<file path="config.mk">
export PLATFORM = sky130hd
export DESIGN_NAME = matmul_scheduler_flat
export DESIGN_NICKNAME = d
export VERILOG_FILES = /design/src/rtl/matmul_scheduler_pkg.sv /design/src/rtl/matmul_scheduler_if.sv /design/src/rtl/matmul_scheduler_rr_arbiter.sv /design/src/rtl/matmul_scheduler.sv /design/src/flat_wrapper.sv
export SDC_FILE = /design/constraint.sdc
export NUM_CORES = 1
export LEC_CHECK = 0
export CAP_MARGIN = 20
export CORE_AREA = 2 2 329 331
export DETAILED_ROUTE_END_ITERATION = 10
export DIE_AREA = 0 0 331 333
export GPL_ROUTABILITY_DRIVEN = 1
export SETUP_SLACK_MARGIN = 0.5
export SLEW_MARGIN = 20
export SYNTH_ARGS = -nofsm -noshare
export SYNTH_HDL_FRONTEND = slang
export SYNTH_SLANG_ARGS = --single-unit
export TNS_END_PERCENT = 1
</file>
<file path="constraint.sdc">
create_clock -name clk -period 13.6 [get_ports clk]
set_input_delay 1.36 -clock clk [delete_from_list [all_inputs] [get_ports clk]]
set_output_delay 1.36 -clock clk [all_outputs]
set_load 0.02 [all_outputs]
</file>
<file path="src/rtl/matmul_scheduler_pkg.sv">
// rtl/matmul_scheduler_pkg.sv - shared types and width helpers for the matmul request scheduler
package mm_sched_pkg;

  typedef enum logic [1:0] {
    IDLE  = 2'd0,
    START = 2'd1,
    WAIT  = 2'd2,
    RESP  = 2'd3
  } state_t;

  function automatic int cnt_width(input int max_wait);
    return (max_wait > 1) ? $clog2(max_wait) : 1;
  endfunction

  function automatic int idx_width(input int n_req);
    return (n_req > 1) ? $clog2(n_req) : 1;
  endfunction

endpackage

</file>
<file path="src/rtl/matmul_scheduler_if.sv">
// rtl/matmul_scheduler_if.sv - request, datapath and response signals of the matmul scheduler
interface matmul_scheduler_if
  import mm_sched_pkg::*;
#(
  parameter int W     = 16,
  parameter int IN_D  = 4,
  parameter int OUT_D = 8,
  parameter int N_REQ = 4
);
  localparam int IW = idx_width(N_REQ);

  logic [N_REQ-1:0]        req_valid;
  logic [N_REQ-1:0]        req_ready;
  logic [N_REQ*IN_D*W-1:0] req_a;
  logic                    mm_start;
  logic [IN_D*W-1:0]       mm_a;
  logic [2*OUT_D*W-1:0]    mm_out;
  logic                    mm_out_v;
  logic                    resp_valid;
  logic                    resp_ready;
  logic [2*OUT_D*W-1:0]    resp_data;
  logic [IW-1:0]           resp_id;
  logic                    busy;
  logic                    err;

  modport master (
    input  req_valid, req_a, mm_out, mm_out_v, resp_ready,
    output req_ready, mm_start, mm_a, resp_valid, resp_data, resp_id, busy, err
  );

  modport slave (
    output req_valid, req_a, mm_out, mm_out_v, resp_ready,
    input  req_ready, mm_start, mm_a, resp_valid, resp_data, resp_id, busy, err
  );

endinterface

</file>
<file path="src/rtl/matmul_scheduler_rr_arbiter.sv">
// rtl/matmul_scheduler_rr_arbiter.sv - combinational round-robin pick starting at ptr
module rr_arbiter
  import mm_sched_pkg::*;
#(
  parameter int N_REQ = 4
) (
  input  logic [N_REQ-1:0]              i_req,
  input  logic [idx_width(N_REQ)-1:0]   i_ptr,
  output logic [N_REQ-1:0]              o_grant,
  output logic [idx_width(N_REQ)-1:0]   o_idx,
  output logic                          o_any
);
  localparam int IW = idx_width(N_REQ);

  logic [IW-1:0] w_j;

  function automatic logic [IW-1:0] wrap(input int v);
    return IW'(v % N_REQ);
  endfunction

  always_comb begin
    o_grant = '0;
    o_idx   = '0;
    o_any   = 1'b0;
    w_j     = '0;
    for (int k = 0; k < N_REQ; k++) begin
      w_j = wrap(int'(i_ptr) + k);
      if (!o_any && i_req[w_j]) begin
        o_any        = 1'b1;
        o_grant[w_j] = 1'b1;
        o_idx        = w_j;
      end
    end
  end

endmodule

</file>
<file path="src/rtl/matmul_scheduler.sv">
// rtl/matmul_scheduler.sv - shares one row-by-matrix datapath among N_REQ requesters
// with round-robin grants, a result watchdog and a held response slot.
module matmul_scheduler
  import mm_sched_pkg::*;
#(
  parameter int W        = 16,
  parameter int IN_D     = 4,
  parameter int OUT_D    = 8,
  parameter int N_REQ    = 4,
  parameter int MAX_WAIT = 64
) (
  input  logic               clk,
  input  logic               rst,
  matmul_scheduler_if.master bus
);
  localparam int IW    = idx_width(N_REQ);
  localparam int CW    = cnt_width(MAX_WAIT);
  localparam int ROW_W = IN_D * W;
  localparam int RES_W = 2 * OUT_D * W;

  state_t             r_state;
  logic [IW-1:0]      r_ptr;
  logic [IW-1:0]      r_tag;
  logic [CW-1:0]      r_wait_cnt;
  logic [ROW_W-1:0]   r_mm_a;
  logic [RES_W-1:0]   r_resp_data;
  logic [IW-1:0]      r_resp_id;
  logic               r_resp_valid;
  logic               r_mm_start;
  logic               r_busy;
  logic               r_err;

  logic [N_REQ-1:0]   w_grant;
  logic [IW-1:0]      w_idx;
  logic               w_any;
  logic [IW-1:0]      w_ptr_next;
  logic [ROW_W-1:0]   w_rows [N_REQ];

  for (genvar g = 0; g < N_REQ; g++) begin : g_rows
    assign w_rows[g] = bus.req_a[g*ROW_W +: ROW_W];
  end

  rr_arbiter #(.N_REQ(N_REQ)) u_arb (
    .i_req   (bus.req_valid),
    .i_ptr   (r_ptr),
    .o_grant (w_grant),
    .o_idx   (w_idx),
    .o_any   (w_any)
  );

  assign w_ptr_next = (w_idx == IW'(N_REQ - 1)) ? '0 : w_idx + IW'(1);

  always_ff @(posedge clk or posedge rst) begin
    if (rst) begin
      r_state      <= IDLE;
      r_ptr        <= '0;
      r_tag        <= '0;
      r_wait_cnt   <= '0;
      r_mm_a       <= '0;
      r_resp_data  <= '0;
      r_resp_id    <= '0;
      r_resp_valid <= 1'b0;
      r_mm_start   <= 1'b0;
      r_busy       <= 1'b0;
      r_err        <= 1'b0;
    end else begin
      r_mm_start <= 1'b0;
      case (r_state)
        IDLE: begin
          if (w_any) begin
            r_mm_a     <= w_rows[w_idx];
            r_tag      <= w_idx;
            r_ptr      <= w_ptr_next;
            r_mm_start <= 1'b1;
            r_busy     <= 1'b1;
            r_state    <= START;
          end
        end
        START: begin
          r_wait_cnt <= '0;
          r_state    <= WAIT;
        end
        WAIT: begin
          // A result arriving on the last allowed cycle wins over the timeout.
          if (bus.mm_out_v) begin
            r_resp_data  <= bus.mm_out;
            r_resp_id    <= r_tag;
            r_resp_valid <= 1'b1;
            r_state      <= RESP;
          end else if (r_wait_cnt == CW'(MAX_WAIT - 1)) begin
            r_err   <= 1'b1;
            r_busy  <= 1'b0;
            r_state <= IDLE;
          end else begin
            r_wait_cnt <= r_wait_cnt + CW'(1);
          end
        end
        RESP: begin
          if (bus.resp_ready) begin
            r_resp_valid <= 1'b0;
            r_busy       <= 1'b0;
            r_state      <= IDLE;
          end
        end
        default: r_state <= IDLE;
      endcase
    end
  end

  assign bus.req_ready  = (r_state == IDLE) ? w_grant : '0;
  assign bus.mm_start   = r_mm_start;
  assign bus.mm_a       = r_mm_a;
  assign bus.resp_valid = r_resp_valid;
  assign bus.resp_data  = r_resp_data;
  assign bus.resp_id    = r_resp_id;
  assign bus.busy       = r_busy;
  assign bus.err        = r_err;

endmodule

</file>
<file path="src/flat_wrapper.sv">
// flat-port wrapper written by rule: the top's interface ports become plain ports
module matmul_scheduler_flat import mm_sched_pkg::*;
#(
  parameter int W        = 16,
  parameter int IN_D     = 4,
  parameter int OUT_D    = 8,
  parameter int N_REQ    = 4,
  parameter int MAX_WAIT = 64
)
  (clk, rst, bus_req_valid, bus_req_a, bus_mm_out, bus_mm_out_v, bus_resp_ready, bus_req_ready, bus_mm_start, bus_mm_a, bus_resp_valid, bus_resp_data, bus_resp_id, bus_busy, bus_err);
  matmul_scheduler_if #(.W(W), .IN_D(IN_D), .OUT_D(OUT_D), .N_REQ(N_REQ)) bus_i ();
  input  logic clk;
  input  logic rst;
  input wire logic [$bits(bus_i.req_valid)-1:0] bus_req_valid;
  input wire logic [$bits(bus_i.req_a)-1:0] bus_req_a;
  input wire logic [$bits(bus_i.mm_out)-1:0] bus_mm_out;
  input wire logic [$bits(bus_i.mm_out_v)-1:0] bus_mm_out_v;
  input wire logic [$bits(bus_i.resp_ready)-1:0] bus_resp_ready;
  output wire logic [$bits(bus_i.req_ready)-1:0] bus_req_ready;
  output wire logic [$bits(bus_i.mm_start)-1:0] bus_mm_start;
  output wire logic [$bits(bus_i.mm_a)-1:0] bus_mm_a;
  output wire logic [$bits(bus_i.resp_valid)-1:0] bus_resp_valid;
  output wire logic [$bits(bus_i.resp_data)-1:0] bus_resp_data;
  output wire logic [$bits(bus_i.resp_id)-1:0] bus_resp_id;
  output wire logic [$bits(bus_i.busy)-1:0] bus_busy;
  output wire logic [$bits(bus_i.err)-1:0] bus_err;
  assign bus_i.req_valid = bus_req_valid;
  assign bus_i.req_a = bus_req_a;
  assign bus_i.mm_out = bus_mm_out;
  assign bus_i.mm_out_v = bus_mm_out_v;
  assign bus_i.resp_ready = bus_resp_ready;
  assign bus_req_ready = bus_i.req_ready;
  assign bus_mm_start = bus_i.mm_start;
  assign bus_mm_a = bus_i.mm_a;
  assign bus_resp_valid = bus_i.resp_valid;
  assign bus_resp_data = bus_i.resp_data;
  assign bus_resp_id = bus_i.resp_id;
  assign bus_busy = bus_i.busy;
  assign bus_err = bus_i.err;
  matmul_scheduler #(.W(W), .IN_D(IN_D), .OUT_D(OUT_D), .N_REQ(N_REQ), .MAX_WAIT(MAX_WAIT)) u_core (.clk(clk), .rst(rst), .bus(bus_i));
endmodule
</file>
# Word level (Yosys, flattened, before mapping)
# Index checks and enable logic that the tools add are counted.
word_totals:
  reg_bits: 338
  out_inout_bits: 330
classes:
  add_sub_neg: 5
  order_cmp: 9
  n_eq_ne: 12
  mux: 50
  bitwise: 5
  reduce_logical: 21
op_table:
  columns: ["cell", "count"]
  rows:
  - ["$bmux W64 S2", 1]
  - ["$mux W64", 2]
  - ["$mux W4", 5]
  - ["$mux W1", 19]
  - ["$mux W2", 9]
  - ["$lt A2 B3 Y1 const B", 4]
  - ["$mux W6", 2]
  - ["$or A4 B4 Y4", 3]
  - ["$pmux W6 S2", 1]
  - ["$reduce_and A3 Y1", 4]
  - ["$ne A2 B2 Y1 const B", 5]
  - ["$bmux W1 S2", 4]
  - ["$demux W1 S2", 4]
  - ["$ge A2 B1 Y1 const B", 4]
  - ["$pmux W2 S4", 1]
  - ["$logic_and A1 B1 Y1", 7]
  - ["$add A6 B1 Y6 const B", 1]
  - ["$eq A2 B2 Y1 const B", 3]
  - ["$eq A6 B6 Y1 const B", 1]
  - ["$reduce_and A5 Y1", 1]
  - ["$add A2 B1 Y2 const B", 2]
  - ["$add A2 B2 Y2 const B", 2]
  - ["$reduce_and A2 Y1", 2]
  - ["$reduce_bool A2 Y1", 2]
  - ["11 further kinds", 13]

# Logic depth before layout (Yosys ltp)
logic_depth:
  ltp_word: 16
  mapped_depth: 15

# Cells and area by module
# A second synthesis with hierarchy kept.
unflattened:
  hier_cells: 892
  hier_area_um2: 14709.1
by_module_without_submodules:
  columns: ["mod", "instances", "cells_each", "area_each_um2", "seq_area_each_um2"]
  rows:
  - ["matmul_scheduler", 1, 847, 14287.5, 8458.1]
  - ["rr_arbiter", 1, 45, 421.7, 0.0]

# Worst setup path before layout
# OpenSTA, ideal clock, no wires.
synth_path:
  path_type: "register -> output"
  startpoint: "reg u_core.r_ptr[0]"
  endpoint: "out bus_req_ready[0]"
  t_arrival_ps: 3622
  required_time_ps: 12240
  path_slack_ps: 8618
  path_stages_with_launch: 16
  path_buffers: 7
  path_cell_list: "dfrtp_1 buf_2 buf_4 inv_1 clkbuf_1 clkbuf_1 ha_1 mux4_2 buf_2 nor2b_1 buf_2 buf_1 a22oi_1 nor2_1 a221oi_1 nor3_1"
synth_between:
  elab_chain_cells: 13
  elab_cells_between_ends: 48
  cone_classes: "3 x add/sub; 8 x order compare; 24 x mux; 3 x bitwise; 10 x reduce/logical"
synth_rtl:
  columns: ["item", "line_no", "rtl"]
  rows:
  - ["start: declaration", "matmul_scheduler.sv:22", "logic [IW-1:0] r_ptr;"]
  - ["start signal: assignment", "matmul_scheduler.sv:73", "r_ptr <= w_ptr_next;"]
  - ["parallel branches: the longest is 11 deep, another holds $lt A2 B3 Y1", null, null]
  - ["$mux W4 *", "matmul_scheduler_rr_arbiter.sv:28", "if (!o_any && i_req[w_j]) begin"]
  - ["$mux W4 *", "matmul_scheduler.sv:110", "assign bus.req_ready = (r_state == IDLE) ? w_grant : '0;"]
  - ["end: declaration", "flat_wrapper.sv:19", "output wire logic [$bits(bus_i.req_ready)-1:0] bus_req_ready;"]
# Every way passes the cells marked *. The select of a mux whose other input is x is not followed.

# Final worst setup path
layout_path:
  startpoint: "in bus_req_valid[2]"
  endpoint: "out bus_req_ready[2]"
layout_between:
  elab_chain_cells: 13
  elab_cells_between_ends: 25
  cone_classes: "16 x mux; 3 x bitwise; 6 x reduce/logical"
layout_rtl:
  columns: ["item", "line_no", "rtl"]
  rows:
  - ["start: declaration", "flat_wrapper.sv:14", "input wire logic [$bits(bus_i.req_valid)-1:0] bus_req_valid;"]
  - ["$bmux W1 S2", "matmul_scheduler_rr_arbiter.sv:28", null]
  - ["$mux W1 (implied by the code)", "matmul_scheduler_rr_arbiter.sv:28", null]
  - ["$mux W1", "matmul_scheduler_rr_arbiter.sv:28", null]
  - ["$logic_not A1 Y1", "matmul_scheduler_rr_arbiter.sv:28", null]
  - ["$logic_and A1 B1 Y1", "matmul_scheduler_rr_arbiter.sv:28", null]
  - ["$mux W1", "matmul_scheduler_rr_arbiter.sv:28", null]
  - ["$logic_not A1 Y1", "matmul_scheduler_rr_arbiter.sv:28", null]
  - ["$logic_and A1 B1 Y1", "matmul_scheduler_rr_arbiter.sv:28", null]
  - ["$mux W1", "matmul_scheduler_rr_arbiter.sv:28", null]
  - ["$logic_not A1 Y1", "matmul_scheduler_rr_arbiter.sv:28", null]
  - ["$logic_and A1 B1 Y1", "matmul_scheduler_rr_arbiter.sv:28", null]
  - ["$mux W4 *", "matmul_scheduler_rr_arbiter.sv:28", null]
  - ["$mux W4 *", "matmul_scheduler.sv:110", null]
# Every way passes the cells marked *; elsewhere a longest branch is shown, timed or not. The select of a mux whose other input is x is not followed.

==> out/metrics.csv <==
stage,metric,value,unit
cts,H-tree Lvls,2,
placement,hpwl dp,55000,um
cts,Post-CTS Hold Buffers,0,
logic_synthesis,Yosys warning total,0,
logic_synthesis,synth unique cells,50,
floorplanning,io pins,850,
global_route,largest net degree at the start of global routing,161,
logic_synthesis,number of enable flip-flop cells after synthesis,0,
logic_synthesis,Post-Syn Area,16600,sq um
route,Routed WL per cell,20.4,um
route,Antenna Nets Post-Route,0,
final_layout,Filler Cell Count,11216,
run,max_cap viols,0,
placement,IO Port Bufs,849,
global_route,GR Util All Layers,12.7,%
sta,Max Slew Vio Count,0,
cts,post-CTS sizing,0,
route,starting DRC count in detailed routing,678,
route,total wire length,74200,um
route,total vias in the final route,15116,
power_and_ir_drop,P_leak,11.0,nW
critical_path,CP endpoint kind,primary output,
critical_path,Required @ worst endpoint,12.24,ns
logic_synthesis,Yosys reg bits,338,
sta,setup clock skew after layout,0.0104,ns
critical_path,worst setup path endpoint,bus_req_ready[2],
final_layout,area grow syn2layout,69.4,%
final_layout,"commonest cells after routing, fill and taps aside","clkdlybuf4s50_1, dfrtp_1, mux2_2, nor2_1, nand2_1",
floorplanning,Starting Density,15.6,%
cts,CTS sink cnt,338,
power_and_ir_drop,pwr/cell area,252,nW/um^2
critical_path,worst-path maximum fanout,30,
sta,final hold slack,0.502,ns
final_layout,register area,8460,sq um
floorplanning,Die Wd,331,um
logic_synthesis,syn avg cell area,11.8,sq um
cts,CTS tree,done,
final_layout,Final Util,26.3,%
floorplanning,Die Span Y,333,um
route,drt drc,0,
placement,routability cong.,0.804,
sta,RSZ-0062 raised after global routing,false,
power_and_ir_drop,Worst VDD drop,0.121,mV
sta,final hold viol count,0,
global_route,grt ovf,0,
global_route,number of global-route vias before repair,15367,
floorplanning,Die ar.,110000,sq um
critical_path,reg2reg end,u_core.bus.mm_a[49]$_DFFE_PP0P_,
critical_path,startpoint types,input pin,
sta,Tcrit/Tclk final,43.5,%
sta,Setup TNS,0,ns
cts,CTS root buf,clkbuf_16,
logic_synthesis,ys async rst share,100,%
sta,slew margin rel.,26.1,%
logic_synthesis,sequential area share after synthesis,51.0,%
logic_synthesis,ys flop type,dfrtp_1,
floorplanning,# rows,120,
global_route,first-pass GRT wire length,104000,um
cts,CTS Buf Count,42,
route,vias per inst,4.15,
critical_path,Crit path arrival time,4.56,ns
floorplanning,core area,107000,sq um
global_route,antenna violations before repair,9,
cts,Worst-Skew Late Latency,0.59,ns
route,drt first pass iters,7,
final_layout,"commonest non-fill, non-tap cell in the layout",clkdlybuf4s50_1,
logic_synthesis,Synthesized Nets,1934,
critical_path,"reg-to-reg slack, setup",9.15,ns
worst_hold_path,HP Class,reg -> reg,
final_layout,final cell count without fillers,3646,
placement,placed cell count,3561,
logic_synthesis,Cells after Synth,1406,
run_status,status,finished clean,
critical_path,R2R Path Start,u_core.r_ptr[1]$_DFFE_PP0P_,
final_layout,fin nets,2731,
critical_path,Reg2Reg Depth,9,
cts,CTS max path bufs,3,
critical_path,Worst Setup SP,bus_req_valid[2],
cts,"CTS clk-pin slew, worst paths",0.05,ns
sta,worst-margin pin slew,1.11,ns
sta,final setup vio count,0,
final_layout,share of layout cells above drive strength 1,20.8,%
critical_path,critical path type,in -> out,
sta,Tmin final,5.92,ns
final_layout,multi-input logic area,7620,sq um
sta,fmax,169,MHz
cts,setup bufs post-CTS,0,
-- layer usage --
metal | GRT usage (%) | part of all wire (%) | vias up
li1 | - | - | 6831
met4 | 5.08 | 3.7 | 8
met3 | 4.04 | 8.8 | 118
met5 | 0 | 0.077 | -
met2 | 21.1 | 47 | 679
met1 | 15.0 | 40 | 7480
-- sequential cells by signal, indices dropped and copies added (netlist names) --
| name | flops |
|---|---|
| u_core.r_ptr | 2 |
| u_core.r_tag | 2 |
| u_core.bus.busy | 1 |
| u_core.bus.mm_a | 64 |
| u_core.r_state | 2 |
| u_core.bus.mm_start | 1 |
| u_core.bus.resp_id | 2 |
| u_core.bus.err | 1 |
| u_core.r_wait_cnt | 6 |
| u_core.bus.resp_data | 256 |
| u_core.bus.resp_valid | 1 |
-- power by group --
part           total [mW]  switching [mW]  internal, mW
clock network        1.20           0.488         0.717
logic                4.07            2.16          1.91
registers            1.82           0.298          1.52
-- Yosys cell counts (2+ instances only) --
master	instances	area, sq um
dfrtp_1	338	8460
mux2_2	288	3240
nor2_1	120	450
nand2_1	86	323
clkbuf_1	71	267
a21oi_1	66	330
nand3_1	53	265
nor4_1	41	257
a221o_1	40	400
mux2_4	37	556
a221oi_1	28	245
a211oi_1	25	188
a31o_2	25	219
a2111oi_0	24	210
and3_1	24	150
buf_2	24	120
a31o_1	15	131
buf_1	15	56.3
o21ai_0	10	50.1
nor3_1	9	45.0
ha_1	8	100
inv_1	7	26.3
buf_4	5	37.5
a22oi_1	4	30.0
buf_6	4	45.0
nand2b_1	4	25.0
nor2b_1	4	25.0
mux2i_1	3	30.0
mux4_2	3	67.6
or3_1	3	18.8
a21o_1	2	15.0
xnor2_1	2	17.5
-- critical path: stages --
cell	delay, ns
clkdlybuf4s50_1	0.57
mux4_2	0.56
nand2b_4	0.36
nor3_1	0.47
a221oi_1	0.15
nor3_1	0.37
clkdlybuf4s50_1	0.72
-- how the worst min path moves through the flow --
| stage | start | end | slack, ns | depth (start not counted) |
|---|---|---|---|---|
| 4_1_cts | u_core.bus.resp_data[112]$_DFFE_PP0P_ | u_core.bus.resp_data[112]$_DFFE_PP0P_ | 0.51 | 1 |
| 3_5_place_dp | u_core.bus.resp_data[112]$_DFFE_PP0P_ | u_core.bus.resp_data[112]$_DFFE_PP0P_ | 0.49 | 1 |
| 6_report | u_core.bus.resp_data[179]$_DFFE_PP0P_ | u_core.bus.resp_data[179]$_DFFE_PP0P_ | 0.50 | 1 |
| 5_1_grt | u_core.bus.resp_data[141]$_DFFE_PP0P_ | u_core.bus.resp_data[141]$_DFFE_PP0P_ | 0.51 | 1 |
| 2_1_floorplan | u_core.r_tag[0]$_DFFE_PP0P_ | u_core.r_tag[0]$_DFFE_PP0P_ | 0.45 | 2 |
| 3_3_place_gp | u_core.bus.resp_data[180]$_DFFE_PP0P_ | u_core.bus.resp_data[180]$_DFFE_PP0P_ | 0.49 | 1 |
-- logic make-up after synthesis --
group	Yosys count	synth area share, %
simple gates	348	9.61
xor+xnor	2	0.106
mux	331	23.5
compound gates	252	11.8
fa+ha+maj	8	0.604
buf+inv	127	3.35
flops	338	51.0
-- metrics by stage --
step / total power [mW] / instance area, sq um / setup slack [ns]
after floorplan: 4.07 / 16600 / 2.87
after global placement: 5.88 / 26600 / 7.62
after detailed placement: 5.92 / 26600 / 7.58
after CTS: 7.17 / 28000 / 7.51
after global routing: 7.50 / 28100 / 7.33
final: 7.09 / 28100 / 7.68
-- layout make-up --
| type | instances | area share [%] |
|---|---|---|
| clock buffers | 61 | 4.28 |
| well taps | 1403 | 6.25 |
| clock inverters | 17 | 0.989 |
| flip-flops and latches | 338 | 30.1 |
| inverters | 8 | 0.134 |
| diodes | 6 | 0.0535 |
| multi-input cells | 941 | 27.2 |
| repair buffers | 872 | 31.0 |
Note: power is estimated with default switching activity, not from simulation.
